==> src/rtl/sram_axi_bridge.sv <==
// Bridges the core's fetch and load/store SRAM-like ports onto one AXI master.
// Reads share a single AR slot tagged by ID; stores use AW/W/B one at a time.
module sram_axi_bridge (
    input  logic        clk,
    input  logic        reset,
    input  logic        inst_sram_req,
    input  logic [31:0] inst_sram_addr,
    output logic        inst_sram_addr_ok,
    output logic        inst_sram_data_ok,
    output logic [31:0] inst_sram_rdata,
    input  logic        data_sram_req,
    input  logic        data_sram_wr,
    input  logic [3:0]  data_sram_wstrb,
    input  logic [31:0] data_sram_addr,
    input  logic [31:0] data_sram_wdata,
    output logic        data_sram_addr_ok,
    output logic        data_sram_data_ok,
    output logic [31:0] data_sram_rdata,
    output logic [3:0]  arid,
    output logic [31:0] araddr,
    output logic        arvalid,
    input  logic        arready,
    input  logic [3:0]  rid,
    input  logic [31:0] rdata,
    input  logic        rvalid,
    output logic        rready,
    output logic [31:0] awaddr,
    output logic        awvalid,
    input  logic        awready,
    output logic [31:0] wdata,
    output logic [3:0]  wstrb,
    output logic        wvalid,
    input  logic        wready,
    input  logic        bvalid,
    output logic        bready
);
    typedef struct packed {
        logic [3:0]  id;
        logic [31:0] addr;
    } ar_req_t;

    typedef struct packed {
        logic [31:0] addr;
        logic [31:0] data;
        logic [3:0]  strb;
    } wr_req_t;

    localparam logic [3:0] ID_INST = 4'd0;
    localparam logic [3:0] ID_DATA = 4'd1;

    logic    ar_busy, inst_pend, data_pend, aw_busy, w_busy;
    ar_req_t ar_q;
    wr_req_t wr_q;

    logic load_acc, store_acc, fetch_acc;
    logic ar_hs, aw_hs, w_hs;
    logic r_inst, r_data, b_done;

    // Loads take the AR slot ahead of fetches so the core's memory stage is never starved.
    assign load_acc  = ~reset & data_sram_req & ~data_sram_wr & ~data_pend & ~ar_busy;
    assign store_acc = ~reset & data_sram_req & data_sram_wr & ~data_pend & ~aw_busy & ~w_busy;
    assign fetch_acc = ~reset & inst_sram_req & ~inst_pend & ~ar_busy & ~load_acc;

    assign ar_hs = ar_busy & arready;
    assign aw_hs = aw_busy & awready;
    assign w_hs  = w_busy & wready;

    // Responses only count while their port is waiting, so stale beats after a reset vanish.
    assign r_inst = ~reset & rvalid & (rid == ID_INST) & inst_pend;
    assign r_data = ~reset & rvalid & (rid == ID_DATA) & data_pend;
    assign b_done = ~reset & bvalid & data_pend;

    assign inst_sram_addr_ok = fetch_acc;
    assign data_sram_addr_ok = load_acc | store_acc;
    assign inst_sram_data_ok = r_inst;
    assign data_sram_data_ok = r_data | b_done;
    assign inst_sram_rdata   = r_inst ? rdata : 32'd0;
    assign data_sram_rdata   = r_data ? rdata : 32'd0;

    assign arvalid = ar_busy;
    assign arid    = ar_q.id;
    assign araddr  = ar_q.addr;
    assign awvalid = aw_busy;
    assign awaddr  = wr_q.addr;
    assign wvalid  = w_busy;
    assign wdata   = wr_q.data;
    assign wstrb   = wr_q.strb;
    assign rready  = 1'b1;
    assign bready  = 1'b1;

    always_ff @(posedge clk) begin
        if (reset) begin
            ar_busy   <= 1'b0;
            inst_pend <= 1'b0;
            data_pend <= 1'b0;
            aw_busy   <= 1'b0;
            w_busy    <= 1'b0;
            ar_q      <= '0;
            wr_q      <= '0;
        end else begin
            if (load_acc || fetch_acc) begin
                ar_busy <= 1'b1;
                ar_q.id <= load_acc ? ID_DATA : ID_INST;
                ar_q.addr <= load_acc ? {data_sram_addr[31:2], 2'b00}
                                      : {inst_sram_addr[31:2], 2'b00};
            end else if (ar_hs) begin
                ar_busy <= 1'b0;
            end

            if (fetch_acc)   inst_pend <= 1'b1;
            else if (r_inst) inst_pend <= 1'b0;

            if (load_acc || store_acc)   data_pend <= 1'b1;
            else if (r_data || b_done)   data_pend <= 1'b0;

            if (store_acc) begin
                aw_busy   <= 1'b1;
                w_busy    <= 1'b1;
                wr_q.addr <= {data_sram_addr[31:2], 2'b00};
                wr_q.data <= data_sram_wdata;
                wr_q.strb <= data_sram_wstrb;
            end else begin
                if (aw_hs) aw_busy <= 1'b0;
                if (w_hs)  w_busy  <= 1'b0;
            end
        end
    end

    // Byte offsets are dropped: every AXI beat is a full aligned word.
    logic unused_ok;
    assign unused_ok = ^{inst_sram_addr[1:0], data_sram_addr[1:0]};

endmodule

==> config.mk <==
export PLATFORM = sky130hd
export DESIGN_NAME = sram_axi_bridge
export DESIGN_NICKNAME = d
export VERILOG_FILES = /design/src/rtl/sram_axi_bridge.sv
export SDC_FILE = /design/constraint.sdc
export NUM_CORES = 1
export LEC_CHECK = 0
export CAP_MARGIN = 0
export CORE_MARGIN = 2
export CORE_UTILIZATION = 30
export CTS_CLUSTER_DIAMETER = 50
export DETAILED_ROUTE_END_ITERATION = 7
export GPL_TIMING_DRIVEN = 1
export PLACE_DENSITY = 0.75
export SLEW_MARGIN = 0
export SYNTH_ARGS = -nofsm -noshare
export SYNTH_HDL_FRONTEND = slang
export SYNTH_SLANG_ARGS = --single-unit
==> constraint.sdc <==
create_clock -name clk -period 1.6 [get_ports clk]
set_input_delay 0.16 -clock clk [delete_from_list [all_inputs] [get_ports clk]]
set_output_delay 0.16 -clock clk [all_outputs]
set_load 0.1 [all_outputs]
Word level (Yosys, flattened, before mapping)
Index checks and enable logic that the tools add are counted.
{"block": "totals", "register_bits": 107, "inputBits": 146, "output_inout_bits": 177, "wordCells": 66}
{"block": "classes", "n_eq_ne": 1, "muxes": 14, "bitwise": 32, "n_reduce_logical": 9}
{"cell": "$mux 32", "count": 3}
{"cell": "$and 1x1->1", "count": 22}
{"cell": "$mux 1", "count": 11}
{"cell": "$reduce_bool 2->1", "count": 5}
{"cell": "$not 1->1", "count": 8}
{"cell": "$eq 4x1->1 const B", "count": 1}
{"cell": "$logic_not 4->1", "count": 1}
{"cell": "$logic_or 1x1->1", "count": 3}
{"cell": "$or 1x1->1", "count": 2}

Longest topological paths before layout
Gate-level depths: netlist of the first run.
{"block": "logic_depth", "ltp_word": 9, "mapped_depth": 6, "depth_no_buf": 3}

Worst setup path before layout of the first run
Ideal clock, no wire load.
{"block": "synth_path", "path_kind": "register to output", "startpoint": "register ar_busy (netlist: arvalid)", "endpoint": "output inst_sram_addr_ok", "t_arrival_ns": 2.893, "required_time_ns": 1.440, "slack_ns": -1.453, "stages_incl_launch_ff": 6, "path_buffers": 2, "cell_sequence": "dfxtp_1 clkbuf_1 nor3b_1 clkbuf_1 nand2_1 nor2_1"}
{"block": "synth_via", "elab_chain_len": 4, "word_cells_on_any_way": 5, "cone_classes": "bitwise (5)"}
{"element": "from (decl)", "line": "51", "text": "logic ar_busy, inst_pend, data_pend, aw_busy, w_busy;"}
{"element": "from (signal assigned)", "line": "93", "text": "ar_busy <= 1'b0;"}
{"element": "from (signal assigned)", "line": "102", "text": "ar_busy <= 1'b1;"}
{"element": "from (signal assigned)", "line": "107", "text": "ar_busy <= 1'b0;"}
{"element": "$not 1->1 *", "line": "60, 62"}
{"element": "$and 1x1->1", "line": "60", "text": "assign load_acc = ~reset & data_sram_req & ~data_sram_wr & ~data_pend & ~ar_busy;"}
{"element": "$not 1->1", "line": "62", "text": "assign fetch_acc = ~reset & inst_sram_req & ~inst_pend & ~ar_busy & ~load_acc;"}
{"element": "$and 1x1->1 *", "line": "62"}
{"element": "to (decl)", "line": "8", "text": "output logic inst_sram_addr_ok,"}
Every way passes the cells marked *; elsewhere a longest branch is shown, timed or not.

Final worst setup path of the first run
{"block": "layout_path", "startpoint": "register data_pend", "endpoint": "output data_sram_addr_ok"}
{"block": "layout_via", "elab_chain_len": 5, "word_cells_on_any_way": 7, "cone_classes": "bitwise (7)"}
{"element": "from (decl)", "line": "51"}
{"element": "from (signal assigned)", "line": "95", "text": "data_pend <= 1'b0;"}
{"element": "from (signal assigned)", "line": "113", "text": "if (load_acc || store_acc) data_pend <= 1'b1;"}
{"element": "from (signal assigned)", "line": "114", "text": "else if (r_data || b_done) data_pend <= 1'b0;"}
{"element": "$not 1->1 *", "line": "60, 61"}
{"element": "$and 1x1->1 (3 in series)", "line": "61", "text": "assign store_acc = ~reset & data_sram_req & data_sram_wr & ~data_pend & ~aw_busy & ~w_busy;"}
{"element": "$or 1x1->1 *", "line": "74", "text": "assign data_sram_addr_ok = load_acc | store_acc;"}
{"element": "to (decl)", "line": "16", "text": "output logic data_sram_addr_ok,"}
Marked as above.

==> flow_summary_export.csv, run 1 <==
group,metric,value,unit
sta,tightest_slew,667.0,ps
setup_path,path_depth,4,
detailed_routing,wl_per_cell,20.40,microns
floorplanning,die_height,131.4,microns
cts,clk_latency,340,ps
cts,holdBufCountCts,0,
logic_synthesis,synth_top_family_by_area,"simple AND/OR/NAND/NOR gates",
sta,finalClockSkew,4.032,ps
detailed_routing,drcViolationCount,0,
hold_path,hold_path_class,"in -> reg",
detailed_routing,num_vias,6069,
hold_path,holdPathEnd,"awvalid$_SDFFE_PP0P_",
logic_synthesis,synthSimpleGateAreaFrac,0.2255,
logic_synthesis,synthXorXnorAreaFrac,0,
sta,finalCritPeriodShare,1.168,
setup_path,critical_path_buf_inv_count,1,
logic_synthesis,synth.distinct_cells,28,
power,leakagePower,0.004293,uW
cts,cts.sinks,102,
grt,grt_util_all_layers,0.2485,
detailed_routing,drt_iter0_markers,348,
power,peakVddDrop,0.5653,mV
placed_design,place_inst,1113,
sta,rsz0062_at_grt,"yes",
setup_path,rr_worst_depth,7,
setup_path,worst-setup-path-type,"reg -> out",
detailed_routing,wl,23770,microns
hold_path,whs_path_depth,4,
logic_synthesis,avgSynthCellArea,7.836,sq um
status,status,"finished, violations left",
detailed_routing,vias_per_cell,5.209,
detailed_routing,first_pass_iters,5,
floorplanning,design.die.area,0.01725,sq mm
placed_design,hpwl,15660,microns
cts,clk_pin_slew,70,ps
cts,cts-root-buf,"clkbuf_16",
grt,grt_max_degree,44,
detailed_routing,dr_wl_met3,1566,microns
logic_synthesis,muxShareOfSynthArea,0.06943,
grt,grt_pass1_vias,5730,
sta,fmax,535.0,MHz
setup_path,crit_required,1440,ps
logic_synthesis,netlist_top_cells_area,"dfxtp_1, o21ai_0, and2_1, a21oi_1, mux2_2",
detailed_routing,ant_nets,0,
logic_synthesis,synthAdderAreaFrac,0,
cts,cts_buffers,9,
grt,gr-total-overflow,0,
detailed_routing,wl_met2,12830,microns
cts,cts.path.max_buffers,2,
power,p_per_area,704.2,mW/mm^2
logic_synthesis,synth_largest_area_cell,"dfxtp_1",
placed_design,place_congestion,0.8062,
power,finalPower,8114,uW
sta,max-slew-margin-rel,0.5553,
setup_path,cp_max_fo,3,
status,violations,"setup timing",
logic_synthesis,synthCells,621,
setup_path,cp_cell_sequence,"or4b_4 > or2_4 > nand2_8 > buf_12",
setup_path,ff2ff_setup_slack,-230,ps
logic_synthesis,yosysSeqAreaShare,0.4196,
placed_design,io_buffer_count,309,
final_layout,layout.nets,1085,
setup_path,critPathLaunchType,"flop",
final_layout,final_cells,1165,
logic_synthesis,synth_ff_type,"dfxtp_1",
logic_synthesis,synth-edff-count,0,
setup_path,r2r_start,"data_pend$_SDFFE_PP0P_",
floorplanning,ios,323,
logic_synthesis,synth_most_common_cell,"dfxtp_1",
detailed_routing,drt-met1-wl,8424,microns
sta,setup_ws,-269.3,ps
logic_synthesis,ys_ff_latch,102,
setup_path,slowest_delay,510,ps
setup_path,cp.arrival,1710,ps
cts,htree_levels,3,
final_layout,fillerInstances,1055,
logic_synthesis,synth_common_cells,"dfxtp_1, o21ai_0, a21oi_1, nand2_1, nand3_1",
sta,maxSlewViolCount,0,
sta,hold_viol,0,
logic_synthesis,synth_area,0.004866,sq mm
grt,antenna_found_initial,6,
setup_path,slowest_stage,"or4b_4",
setup_path,end_kind,"primary output",
floorplanning,start_util,0.3063,
final_layout,syn_to_final_growth,136.8,%
grt,grt_pass1_wl,33660,microns
detailed_routing,top_layer,"met4",
sta,fin_crit,1869,ps
sta,finalSetupViolCount,134,
logic_synthesis,synthArstFlopShare,0,
setup_path,cpLargestDelayFamily,"simple AND/OR/NAND/NOR gates",
logic_synthesis,synth-compound-area-share,0.2173,
setup_path,startpoint,"data_pend$_SDFFE_PP0P_",
run,cap_violations,0,
logic_synthesis,synth_top_area_share,0.4196,
floorplanning,core,0.01589,sq mm
hold_path,min-delay-start,"reset",
cts,cts_tree,"done",
floorplanning,rows,46,
floorplanning,die_w,131.4,microns
logic_synthesis,yosysWarnings,0,
setup_path,worstReg2RegEnd,"awaddr[19]$_SDFFE_PP0P_",
final_layout,drive_gt1_frac,0.4746,
through the flow:
| step | worst slack [ps] | area [sq um] | utilization | hold slack (ps) | setup TNS (ps) |
|---|---|---|---|---|---|
| after floorplan | -230.3 | 5218 | - | 307.7 | -2607 |
| after global placement | -477.7 | 10220 | 0.6433 | 484.4 | -42720 |
| after detailed placement | -496.0 | 10220 | 0.6433 | 486.8 | -44900 |
| after CTS | -320.2 | 10920 | 0.6871 | 224.0 | -21420 |
| after global routing | -339.3 | 11520 | 0.7253 | 252.1 | -30030 |
| final | -269.3 | 11520 | 0.7253 | 252.8 | -24640 |
metal layers:
| layer | global-route usage | up-vias |
|---|---|---|
| met5 | 0 | - |
| li1 | - | 2816 |
| met3 | 0.06211 | 55 |
| met4 | 0.1196 | 0 |
| met1 | 0.2700 | 2909 |
| met2 | 0.4506 | 289 |
cell type report:
type	instances	area, sq um	area share
diodes	5	12.51	0.001086
clock buffers	11	242.7	0.02107
clock inverters	5	31.28	0.002715
inverters	1	3.754	0.0003258
multi-input cells	452	3169	0.2751
flip-flops and latches	102	2058	0.1786
well taps	216	270.3	0.02346
repair buffers	373	5733	0.4976
kinds of logic (layout without fill, tap and decap cells):
logic type,count (synthesis),count (layout)
simple gates,212,212
compound gates,201,201
flops,102,102
buf+inv,74,390
mux,30,30
other cells,2,14
worst max-delay path by stage:
stage	end	slack (ps)
after floorplan	inst_sram_addr_ok	-230
after global placement	inst_sram_rdata[31]	-480
after detailed placement	inst_sram_rdata[31]	-500
after CTS	data_sram_rdata[22]	-320
after global routing	data_sram_rdata[12]	-340
final	data_sram_addr_ok	-270
worst register-to-register path: stages (launching register included):
cell and delay (ps):
dfxtp_2 330, buf_6 120, buf_6 120, or4_4 600, buf_6 180, clkbuf_16 170, o21ai_2 140, a21oi_2 60
power breakdown:
part	total, uW	internal (uW)	leakage [uW]	switching (uW)
clock	2090	1100	0.000141	986
sequential	2850	2670	0.000835	172
combinational	3180	1290	0.00332	1890
registers in the layout, indices dropped and copies added, names as in the netlist:
| name | cells |
|---|---|
| wdata | 32 |
| araddr | 30 |
| awaddr | 30 |
| wstrb | 4 |
| arid | 1 |
| arvalid | 1 |
| awvalid | 1 |
| data_pend | 1 |
| inst_pend | 1 |
| wvalid | 1 |
what timing repair did:
item	4_1_cts	5_1_grt
pin swaps	20	38
gates cloned	8	7
endpoints found under the setup margin	103	150
buffers inserted	11	11
gates resized for setup	44	148
cell usage in the layout (no fill, tap or decap), drive strengths merged, types with 3 or more instances in the layout:
master / count
nand2b: 3
dfxtp: 102
a21oi: 70
diode: 5
and2: 65
o21ai: 96
nand2: 66
clkbuf: 17
clkdlybuf4s50: 135
a31oi: 32
inv: 4
nand3: 66
mux2: 30
conb: 9
buf: 229
Note: power is estimated with default switching activity, not from simulation.
==> inputs of run 2 (changes only) <==
--- a/config.mk
+++ b/config.mk
@@ -12,6 +12,7 @@
 export DETAILED_ROUTE_END_ITERATION = 7
 export GPL_TIMING_DRIVEN = 1
 export PLACE_DENSITY = 0.75
+export REMOVE_ABC_BUFFERS = 1
 export SLEW_MARGIN = 0
 export SYNTH_ARGS = -nofsm -noshare
 export SYNTH_HDL_FRONTEND = slang
==> run 2 against run 1 <==
  * The flow still finishes with violations (setup timing)
  * Global-route usage grew 3.6 points
  * Cell area grew 1.0%
  * Via count grew 1.7%
  * Sequential power is essentially flat
  * Sequential share of layout area shrank 0.28 points
  * Maximum frequency shrank 4.7%
  * Clock skew grew 3.3 ps
  * Worst hold slack gained 79 ps
  * Count of clock-buffer cells in the layout shrank 1
  * Utilization grew 0.72 points
  * Register-to-register slack lost 60 ps
==> flow_summary_export.csv, run 2 (synthesis gave the netlist of run 1 again) <==
group,metric,value,unit
status,status,"finished, violations left",
status,violations,"setup timing",
power,p_per_area,733.8,mW/mm^2
cts,cts.sinks,102,
sta,fmax,509.9,MHz
sta,tightest_slew,837.2,ps
sta,setup_ws,-361.0,ps
sta,maxSlewViolCount,0,
power,power_switching,3166,uW
grt,grt_pass1_vias,6173,
detailed_routing,drcViolationCount,0,
final_layout,final_util,0.7325,
floorplanning,rows,46,
run,cap_violations,0,
floorplanning,die_w,131.4,microns
sta,finalSetupViolCount,140,
sta,finalCritPeriodShare,1.226,
cts,clk_latency,350,ps
setup_path,cp_max_fo,8,
placed_design,io_buffer_count,309,
cts,cts_tree,"done",
placed_design,hpwl,15750,microns
detailed_routing,wl,26170,microns
cts,cts_buffers,9,
power,leakagePower,0.004338,uW
setup_path,crit_required,1440,ps
grt,grt_util_all_layers,0.2842,
cts,cts.path.max_buffers,2,
sta,rsz0062_at_grt,"yes",
power,p_clk_frac,0.279,
final_layout,drive_gt1_frac,0.4880,
power,finalPower,8539,uW
sta,fin_crit,1961,ps
setup_path,cp.arrival,1800,ps
setup_path,worst-setup-path-type,"reg -> out",
power,p_seq_frac,0.335,
detailed_routing,vias_per_cell,5.263,
placed_design,place_inst,1120,
sta,finalClockSkew,7.323,ps
grt,antenna_found_initial,0,
hold_path,hold_path_class,"in -> reg",
detailed_routing,wl_per_cell,22.31,microns
floorplanning,ios,323,
cts,htree_levels,3,
floorplanning,die_height,131.4,microns
sta,max-slew-margin-rel,0.4419,
floorplanning,start_util,0.3063,
sta,hold_viol,0,
placed_design,pre_cts_ws,-579.6,ps
final_layout,final_cell_mix,"buf_12, clkdlybuf4s50_1, dfxtp_1",
final_layout,final_cells,1173,
detailed_routing,num_vias,6174,
setup_path,end_kind,"primary output",
grt,gr-total-overflow,0,
detailed_routing,drt_iter0_markers,482,
power,peakVddDrop,0.8151,mV
final_layout,syn_to_final_growth,139.1,%
power,p_comb_frac,0.386,
floorplanning,core,0.01589,sq mm
detailed_routing,ant_nets,0,
setup_path,critPathLaunchType,"flop",
final_layout,layout_commonest_cell,"buf_12",
floorplanning,design.die.area,0.01725,sq mm
power,intPower,5373,uW
power,switching_share,0.3708,
placed_design,place_congestion,0.8377,
final_layout,layout.nets,1098,
final_layout,largest_register_ff_count,32,
cts,clk_pin_slew,70,ps
cts,cts-root-buf,"clkbuf_16",
grt,grt_pass1_wl,37950,microns
detailed_routing,first_pass_iters,5,
grt,grt_max_degree,67,
final_layout,diodes,0,
run 2: changes by cell type in the layout (fill, tap and decap cells not counted), sizes merged, moves of 2 or more:
cell | before | now
bufinv | 0 | 2
diode | 5 | 0
inv | 4 | 1
buf | 229 | 244
clkbuf | 17 | 13
run 2: timing repair:
action                     4_1_cts  5_1_grt
cloned                          12        4
resized for setup              181      147
hold buffers                     1        0
setup endpoints to repair      168      142
pin swaps                       36       62
hold endpoints to repair         1        0
buffers inserted                17       17
run 2: layout make-up:
class                      instances  area, sq um
tap                              216        270.3
clock buffer                      10        229.0
multi-input combinational        452         3249
clock inverter                     6        86.33
fill                            1042         4249
timing repair buffer             386         5752
sequential                       102         2046
inverter                           1        3.754
run 2: power by group through the flow:
| stage | logic (uW) | clock network (uW) | registers [uW] |
|---|---|---|---|
| 2_1_floorplan | 589 | 0 | 3770 |
| 6_report | 3300 | 2390 | 2860 |
| 5_1_grt | 3410 | 2520 | 2870 |
| 3_5_place_dp | 2850 | 0 | 2890 |
| 4_1_cts | 3060 | 2420 | 2840 |
| 3_3_place_gp | 2820 | 0 | 2890 |
run 2: worst paths after layout:
check                          from                      to  slack (ps)  depth (start not counted)
min                           reset     wvalid$_SDFFE_PP0P_         330                          4
max reg2reg  data_pend$_SDFFE_PP0P_  wdata[11]$_SDFFE_PP0P_        -290                          7
max          data_pend$_SDFFE_PP0P_     data_sram_rdata[26]        -360                          7
min reg2reg    arid[0]$_SDFFE_PP0P_    arid[0]$_SDFFE_PP0P_         490                          2
run 2: routing by layer:
metal / share of wire / global-route usage
met2: 0.51 / 0.4912
met5: 0 / 0
met3: 0.073 / 0.07716
met1: 0.39 / 0.3485
met4: 0.030 / 0.07669
run 2: worst max-delay path: stages, from the launching register on:
cell and delay, ps:
dfxtp_2 370, buf_6 130, nand2_4 50, nor4_4 190
buf_4 210, buf_8 150, and2_4 170, buf_12 170
run 2: per-stage QoR:
stage	TNS, ps	instance area, sq um	hold WS, ps
after floorplan	-434680	4572	229.1
after global placement	-51200	10040	478.9
after detailed placement	-55050	10040	485.6
after CTS	-31160	11150	293.7
after global routing	-38290	11640	337.1
final	-33280	11640	331.9
